<file path="src/rtl/adder_pkg.sv">
// Shared definitions for the adder block.
//   MAX_WIDTH / MAX_PIPE : legal upper bounds for the WIDTH / PIPE parameters.
//   ovf_flag()           : two's-complement overflow from operand and sum MSBs.
// The result struct depends on the instance WIDTH, so each adder declares it
// locally using these bounds.
package adder_pkg;

  localparam int MAX_WIDTH = 64;
  localparam int MAX_PIPE  = 4;

  // Overflow occurs when both operands have the same sign and the sum's sign
  // differs from theirs.
  function automatic logic ovf_flag(input logic a_msb,
                                    input logic b_msb,
                                    input logic s_msb);
    return (a_msb == b_msb) && (s_msb != a_msb);
  endfunction

endpackage

</file>
<file path="src/rtl/adder_if.sv">
// Operand/result bundle for the adder.
//   master : drives a, b, cin, in_valid; observes c, sum_q, cout_q, ovf_q, out_valid
//   slave  : the adder itself (mirror of master)
interface adder_if #(
  parameter int WIDTH = 1
);

  logic [WIDTH-1:0] a;
  logic [WIDTH-1:0] b;
  logic             cin;
  logic             in_valid;
  logic [WIDTH-1:0] c;
  logic [WIDTH-1:0] sum_q;
  logic             cout_q;
  logic             ovf_q;
  logic             out_valid;

  modport master (
    output a, b, cin, in_valid,
    input  c, sum_q, cout_q, ovf_q, out_valid
  );

  modport slave (
    input  a, b, cin, in_valid,
    output c, sum_q, cout_q, ovf_q, out_valid
  );

endinterface

</file>
<file path="src/rtl/adder_stage.sv">
// One valid-qualified pipeline register.
//   clk, rst_n : clock, asynchronous active-low reset
//   in_valid   : qualifies d; data loads only when high
//   d          : stage input data (DW bits)
//   out_valid  : in_valid delayed by one cycle
//   q          : registered data, held while in_valid is low
module adder_stage #(
  parameter int DW = 1
) (
  input  logic          clk,
  input  logic          rst_n,
  input  logic          in_valid,
  input  logic [DW-1:0] d,
  output logic          out_valid,
  output logic [DW-1:0] q
);

  // NOTE: sequential state uses non-blocking assignments so every stage
  // samples its neighbour's pre-edge value; blocking here would collapse the
  // pipeline into fewer stages.
  // NOTE: the data register is reset as well, so in-flight results are
  // dropped on reset and sum_q reads 0 immediately.
  always_ff @(posedge clk or negedge rst_n) begin
    if (!rst_n) begin
      out_valid <= 1'b0;
      q         <= '0;
    end else begin
      out_valid <= in_valid;
      // Gating the load keeps X on idle inputs out of the held value.
      if (in_valid) q <= d;
    end
  end

endmodule

</file>
<file path="src/rtl/adder.sv">
// Parameterised binary adder.
//   clk, rst_n      : clock, asynchronous active-low reset
//   bus.a, bus.b    : operands (unsigned; signed view used only for ovf)
//   bus.cin         : carry-in, registered path only
//   bus.in_valid    : qualifies a/b/cin for the registered path
//   bus.c           : combinational (a + b) mod 2^WIDTH
//   bus.sum_q       : registered a + b + cin, wrapped or saturated
//   bus.cout_q      : registered unsigned carry-out
//   bus.ovf_q       : registered two's-complement overflow
//   bus.out_valid   : high when the registered outputs hold a result,
//                     PIPE cycles after the accepted in_valid
module adder
  import adder_pkg::*;
#(
  parameter int WIDTH    = 1,
  parameter int PIPE     = 1,
  parameter bit SATURATE = 1'b0
) (
  input  logic  clk,
  input  logic  rst_n,
  adder_if.slave bus
);

  if (WIDTH < 1 || WIDTH > MAX_WIDTH) begin : g_bad_width
    $error("adder: WIDTH out of range");
  end
  if (PIPE < 1 || PIPE > MAX_PIPE) begin : g_bad_pipe
    $error("adder: PIPE out of range");
  end

  typedef struct packed {
    logic [WIDTH-1:0] sum;
    logic             cout;
    logic             ovf;
  } result_t;

  localparam int RES_W = $bits(result_t);

  // Zero-latency path: no carry-in, independent of clock and valid.
  assign bus.c = bus.a + bus.b;

  logic [WIDTH:0] raw;
  result_t        res;

  // NOTE: every always_comb output gets a default first so no path leaves it
  // unassigned, which would otherwise infer a latch.
  always_comb begin
    res  = '0;
    raw  = {1'b0, bus.a} + {1'b0, bus.b} + {{WIDTH{1'b0}}, bus.cin};
    res.cout = raw[WIDTH];
    res.ovf  = ovf_flag(bus.a[WIDTH-1], bus.b[WIDTH-1], raw[WIDTH-1]);
    // Clamp only on unsigned carry; ovf is reported independently.
    if (SATURATE && raw[WIDTH]) res.sum = '1;
    else                        res.sum = raw[WIDTH-1:0];
  end

  // Valid and data travel together through PIPE stages.
  logic [PIPE:0]  vld;
  result_t        dat [PIPE+1];

  assign vld[0] = bus.in_valid;
  assign dat[0] = res;

  for (genvar i = 0; i < PIPE; i++) begin : g_stage
    logic [RES_W-1:0] q;

    adder_stage #(.DW(RES_W)) u_stage (
      .clk      (clk),
      .rst_n    (rst_n),
      .in_valid (vld[i]),
      .d        (dat[i]),
      .out_valid(vld[i+1]),
      .q        (q)
    );

    assign dat[i+1] = result_t'(q);
  end

  assign bus.sum_q     = dat[PIPE].sum;
  assign bus.cout_q    = dat[PIPE].cout;
  assign bus.ovf_q     = dat[PIPE].ovf;
  assign bus.out_valid = vld[PIPE];

endmodule

</file>
<file path="src/flat_wrapper.sv">
// flat-port wrapper written by rule: the top's interface ports become plain ports
module adder_flat import adder_pkg::*;
#(
  parameter int WIDTH    = 1,
  parameter int PIPE     = 1,
  parameter bit SATURATE = 1'b0
)
  (clk, rst_n, bus_a, bus_b, bus_cin, bus_in_valid, bus_c, bus_sum_q, bus_cout_q, bus_ovf_q, bus_out_valid);
  adder_if #(.WIDTH(WIDTH)) bus_i ();
  input  logic clk;
  input  logic rst_n;
  input wire logic [$bits(bus_i.a)-1:0] bus_a;
  input wire logic [$bits(bus_i.b)-1:0] bus_b;
  input wire logic [$bits(bus_i.cin)-1:0] bus_cin;
  input wire logic [$bits(bus_i.in_valid)-1:0] bus_in_valid;
  output wire logic [$bits(bus_i.c)-1:0] bus_c;
  output wire logic [$bits(bus_i.sum_q)-1:0] bus_sum_q;
  output wire logic [$bits(bus_i.cout_q)-1:0] bus_cout_q;
  output wire logic [$bits(bus_i.ovf_q)-1:0] bus_ovf_q;
  output wire logic [$bits(bus_i.out_valid)-1:0] bus_out_valid;
  assign bus_i.a = bus_a;
  assign bus_i.b = bus_b;
  assign bus_i.cin = bus_cin;
  assign bus_i.in_valid = bus_in_valid;
  assign bus_c = bus_i.c;
  assign bus_sum_q = bus_i.sum_q;
  assign bus_cout_q = bus_i.cout_q;
  assign bus_ovf_q = bus_i.ovf_q;
  assign bus_out_valid = bus_i.out_valid;
  adder #(.WIDTH(WIDTH), .PIPE(PIPE), .SATURATE(SATURATE)) u_core (.clk(clk), .rst_n(rst_n), .bus(bus_i));
endmodule
</file>
<file path="config.mk">
export PLATFORM = sky130hd
export DESIGN_NAME = adder_flat
export DESIGN_NICKNAME = d
export VERILOG_FILES = /design/src/rtl/adder_pkg.sv /design/src/rtl/adder_if.sv /design/src/rtl/adder_stage.sv /design/src/rtl/adder.sv /design/src/flat_wrapper.sv
export SDC_FILE = /design/constraint.sdc
export NUM_CORES = 1
export LEC_CHECK = 0
export CORE_AREA = 2 2 39 41
export CTS_CLUSTER_SIZE = 14
export DETAILED_ROUTE_END_ITERATION = 10
export DIE_AREA = 0 0 41 43
export SLEW_MARGIN = 20
export SYNTH_ARGS = -nofsm -noshare
export SYNTH_HDL_FRONTEND = slang
export SYNTH_SLANG_ARGS = --single-unit
</file>
<file path="constraint.sdc">
create_clock -name clk -period 1.4 [get_ports clk]
set_clock_uncertainty 0.05 [all_clocks]
set_input_delay 0.35 -clock clk [delete_from_list [all_inputs] [get_ports clk]]
set_output_delay 0.35 -clock clk [all_outputs]
set_load 0.05 [all_outputs]
</file>
* After elaboration in Yosys (flattened, before gate mapping) *
Index checks and enable logic that the tools add are counted.

operators by class
  equal/unequal tests = 2
  bitwise logic cells = 0
  shifts and indexed selects = 0
  divide/modulo/power cells = 0
  $lt $le $gt $ge = 0
  reductions and logical operators = 1
  mux-type cells = 0
  add/sub/neg operators = 3
  multiply operators = 0

operators with widths
  cell               count
  $add 1x1->2        1
  $add 2x1->2        1
  $add 1x1->1        1
  $eq 1x1->1         1
  $logic_and 1x1->1  1
  $ne 1x1->1         1

storage, ports and cells
  memories = 0
  memory bits (read-only) = 0
  output and inout bits = 5
  latch bits = 0
  bits in writable memories = 0
  input bits = 6
  word-level logic and storage cells = 8
  flip-flop bits (word level) = 4

* Longest topological paths before layout *
  word-level depth = 4
  depth in mapped cells = 2
  depth with buffers taken out = 2

* Modules after synthesis *
From an unflattened synthesis, not the netlist that was laid out.

unflattened totals
  cell total of the unflattened synthesis = 12
  area, all modules = 178.9 um2

modules (own cells, without submodules)
  module       instances  area each (um2)  seq. area each (um2)  cells each
  adder_stage  1          133.9            100.1                 7
  adder        1          45.0             0.0                   5

* Least setup slack after synthesis *
OpenSTA, ideal clock, no wires.

  path kind = in2out
  start = in bus_a
  end = out bus_c
  buffers on the path = 0
  stages on the path = 1
  arrival = 1,107 ps
  setup slack = -107 ps
  cells stage by stage = xor2_1

between the ends
  word-level cells in the longest chain between the ends = 1

RTL lines
  element      line                source
  from (decl)  flat_wrapper.sv:12  input wire logic [$bits(bus_i.a)-1:0] bus_a;
  $add 1x1->1  adder.sv:40         assign bus.c = bus.a + bus.b;
  to (decl)    flat_wrapper.sv:16  output wire logic [$bits(bus_i.c)-1:0] bus_c;

Every way passes these cells.

* Worst setup path after layout *
  start = in bus_b
  end = out bus_c

between the ends
  word-level cells in the longest chain between the ends = 1

RTL lines
  element      line                source
  from (decl)  flat_wrapper.sv:13  input wire logic [$bits(bus_i.b)-1:0] bus_b;
  $add 1x1->1  adder.sv:40

Every way passes these cells.

==> run metrics <==
DRC violation total after the first TritonRoute iteration=7; maximum resistive drop on vdd=0.4686 mV; origin of the critical flop-to-flop path=u_core.g_stage[0].u_stage.q[1]; share of the core filled with cells=28.39%; Crit-path slowest cell=xor2_4; cell with the most instances after synthesis=dfrtp_1; Detailed Place HPWL=392.9 um; cts hold-fix bufs=0; first-pass GRT wire length=793 um; type of the worst setup path=in2out; achievable clock frequency=735.0 MHz; clock transition at the registers of the reported paths=40 ps; first-pass iteration count of the detailed router=4; leftover overflow at the end of global routing=0; largest area contributor in the netlist=dfrtp_1; overall routing resource usage=7.389%; power per cell area=1193 mW/mm^2; setup-violating endpoint count in the final report=0; sequential fraction of the synthesis area=56.34%; leading cell types by count after synthesis=4 x dfrtp_1, 2 x mux2_2; die boundary height=43 um; total inserted antenna cells=0; area added between synthesis and finish=121.1%; pin count of the biggest net entering global routing=6; initial antenna violation count=0; IO Port Bufs=10; crit path capture=bus_c; ys async rst share=100.0%; clock tree from TritonCTS=yes; total core area=0.001384 mm^2; TNS Setup=0 ps; final hold violation count=0; warning count from the yosys run=0; worst flop-to-flop path endpoint=u_core.g_stage[0].u_stage.q[1]; count of filler cells inserted in the layout=141; proportion of layout cells with a drive suffix above 1=55.56%; number of H-tree levels=1; residual DRC count=0; Hold/Removal Path Class=in2async; CTS root buf=clkbuf_4; delay contributed by the slowest stage of the critical path=180 ps; worst-case setup margin in the final layout=39.55 ps; data arrival time at the worst-slack endpoint=960 ps; vias in the first global route=190; # rows=14; drt via density=3.698; Clock Sink Count=4; average routed wire per standard cell=10.79 um; Worst setup startpoint=bus_b; sort of element at the end of the critical path=primary output; Area contributors post-synth=dfrtp_1 56%, mux2_2 13%, fa_1 11%; number of distinct library cells after synthesis=8; count of final max-slew check failures=0; max-slew headroom at the worst pin=87.28%; Ports=11; Horiz. Die Dim=41 um; average cell area after synthesis=14.81 um^2; detailed-route via count=159; overall power after layout=468.8 uW; maximum fanout count along the critical path=4; post-layout net count=36; share of the cycle needed by the critical path after routing=97.18%; startpoint type of the worst setup path=primary input; Routed WL=464 um; Final Critical Period=1360 ps; initial core utilization=12.84%; leakage component of the power=0.0001682 uW; worst path cell trace=buf_2 > buf_4 > xor2_4 > buf_12; CTS buffer count=3; count of cell instances traversed by the critical path=4; share of the synthesized area in the top cell type=56.34%; instance count of the mapped netlist=12; worst slew pin tran=190.2 ps; top cell family by delay on the critical path=buffers and inverters; Synth Flop Type=dfrtp_1; Post-synth EDFFs=0; synthesized netlist net count=19; CP required=1000 ps; Crit path buffers/inverters=3; final estimated routing congestion in global placement=0.6555; antenna viol nets, final=0; Max-cap violations=0; post-synthesis cell area=177.7 um^2; clock latency on the worst-skew pair=230 ps; full die area=0.001763 mm^2; Clock Path Buffers=2; R2R Setup Slk=560 ps; status=complete, no violations; unrepaired setup endpoints after global routing=no; smallest hold slack=268.9 ps; post-placement worst setup slack=-420.5 ps; number of cells on the worst reg-to-reg path=1; post-synthesis sequential element count=4
[state kept, by name, summed over array words and instances (netlist names)]
register                          flops
u_core.g_stage.u_stage.q              3
u_core.g_stage.u_stage.out_valid      1
[worst min path at each step]
stage	endpoint	startpoint	cells after the start	slack (ps)
6_report	u_core.g_stage[0].u_stage.q[1]	rst_n	1	270
5_1_grt	u_core.g_stage[0].u_stage.q[0]	rst_n	1	280
2_1_floorplan	u_core.g_stage[0].u_stage.out_valid	rst_n	0	4
3_3_place_gp	u_core.g_stage[0].u_stage.out_valid	rst_n	1	510
3_5_place_dp	u_core.g_stage[0].u_stage.q[2]	rst_n	1	520
4_1_cts	u_core.g_stage[0].u_stage.q[0]	rst_n	1	270
[layout by cell type, fill, tap and decap left out]
| cell type | instances |
|---|---|
| buf_4 | 2 |
| dfrtp_1 | 4 |
| a31oi_1 | 1 |
| clkdlybuf4s50_1 | 2 |
| fa_1 | 1 |
| nand3b_1 | 1 |
| nor2_1 | 1 |
| mux2_2 | 2 |
| clkbuf_4 | 3 |
| or3b_1 | 1 |
| dlygate4sd2_1 | 1 |
| buf_2 | 2 |
| buf_12 | 5 |
| xor2_4 | 1 |
[cell families after synthesis]
family | count (synthesis) | synth area share, %
flops | 4 | 56.34
xor+xnor | 1 | 4.930
simple gates | 3 | 11.27
compound gates | 1 | 3.523
fa+ha+maj | 1 | 11.27
mux | 2 | 12.68
[what timing repair did]
item,in CTS,in global routing
gates resized for setup,9,1
endpoints found under the setup margin,3,1
pin swaps,1,0
setup buffers,0,0
cloned,0,0
[report_power, final]
| group | internal, uW | leakage, uW | switching (uW) |
|---|---|---|---|
| Combinational | 92.1 | 0.000107 | 89.5 |
| Sequential | 130 | 0.0000470 | 15.0 |
| Clock | 95.8 | 0.0000138 | 46.2 |
| Total | 318 | 0.000168 | 151 |
[area by class of cell]
class / count / area, um^2 / area share, %
multi-input cells: 8 / 96.34 / 24.52
flip-flops and latches: 4 / 100.1 / 25.48
repair buffers: 12 / 153.9 / 39.17
well taps: 16 / 20.02 / 5.096
clock buffers: 3 / 22.52 / 5.732
[metal layers]
| metal | GRT usage [%] | routed length [um] | vias to the layer above |
|---|---|---|---|
| li1 | - | - | 71 |
| met2 | 9.375 | 212 | 13 |
| met5 | 0 | 0 | - |
| met4 | 6.000 | 6 | 0 |
| met1 | 8.251 | 186 | 73 |
| met3 | 4.712 | 59 | 2 |
[through the flow]
step                      instance area, um^2  std cells
final                                   392.9         43
after global routing                    392.9         43
after CTS                               381.6         43
after detailed placement                370.4         40
after global placement                  370.4         40
after floorplan                         185.2         12
Power figures use the tool's default switching activity.
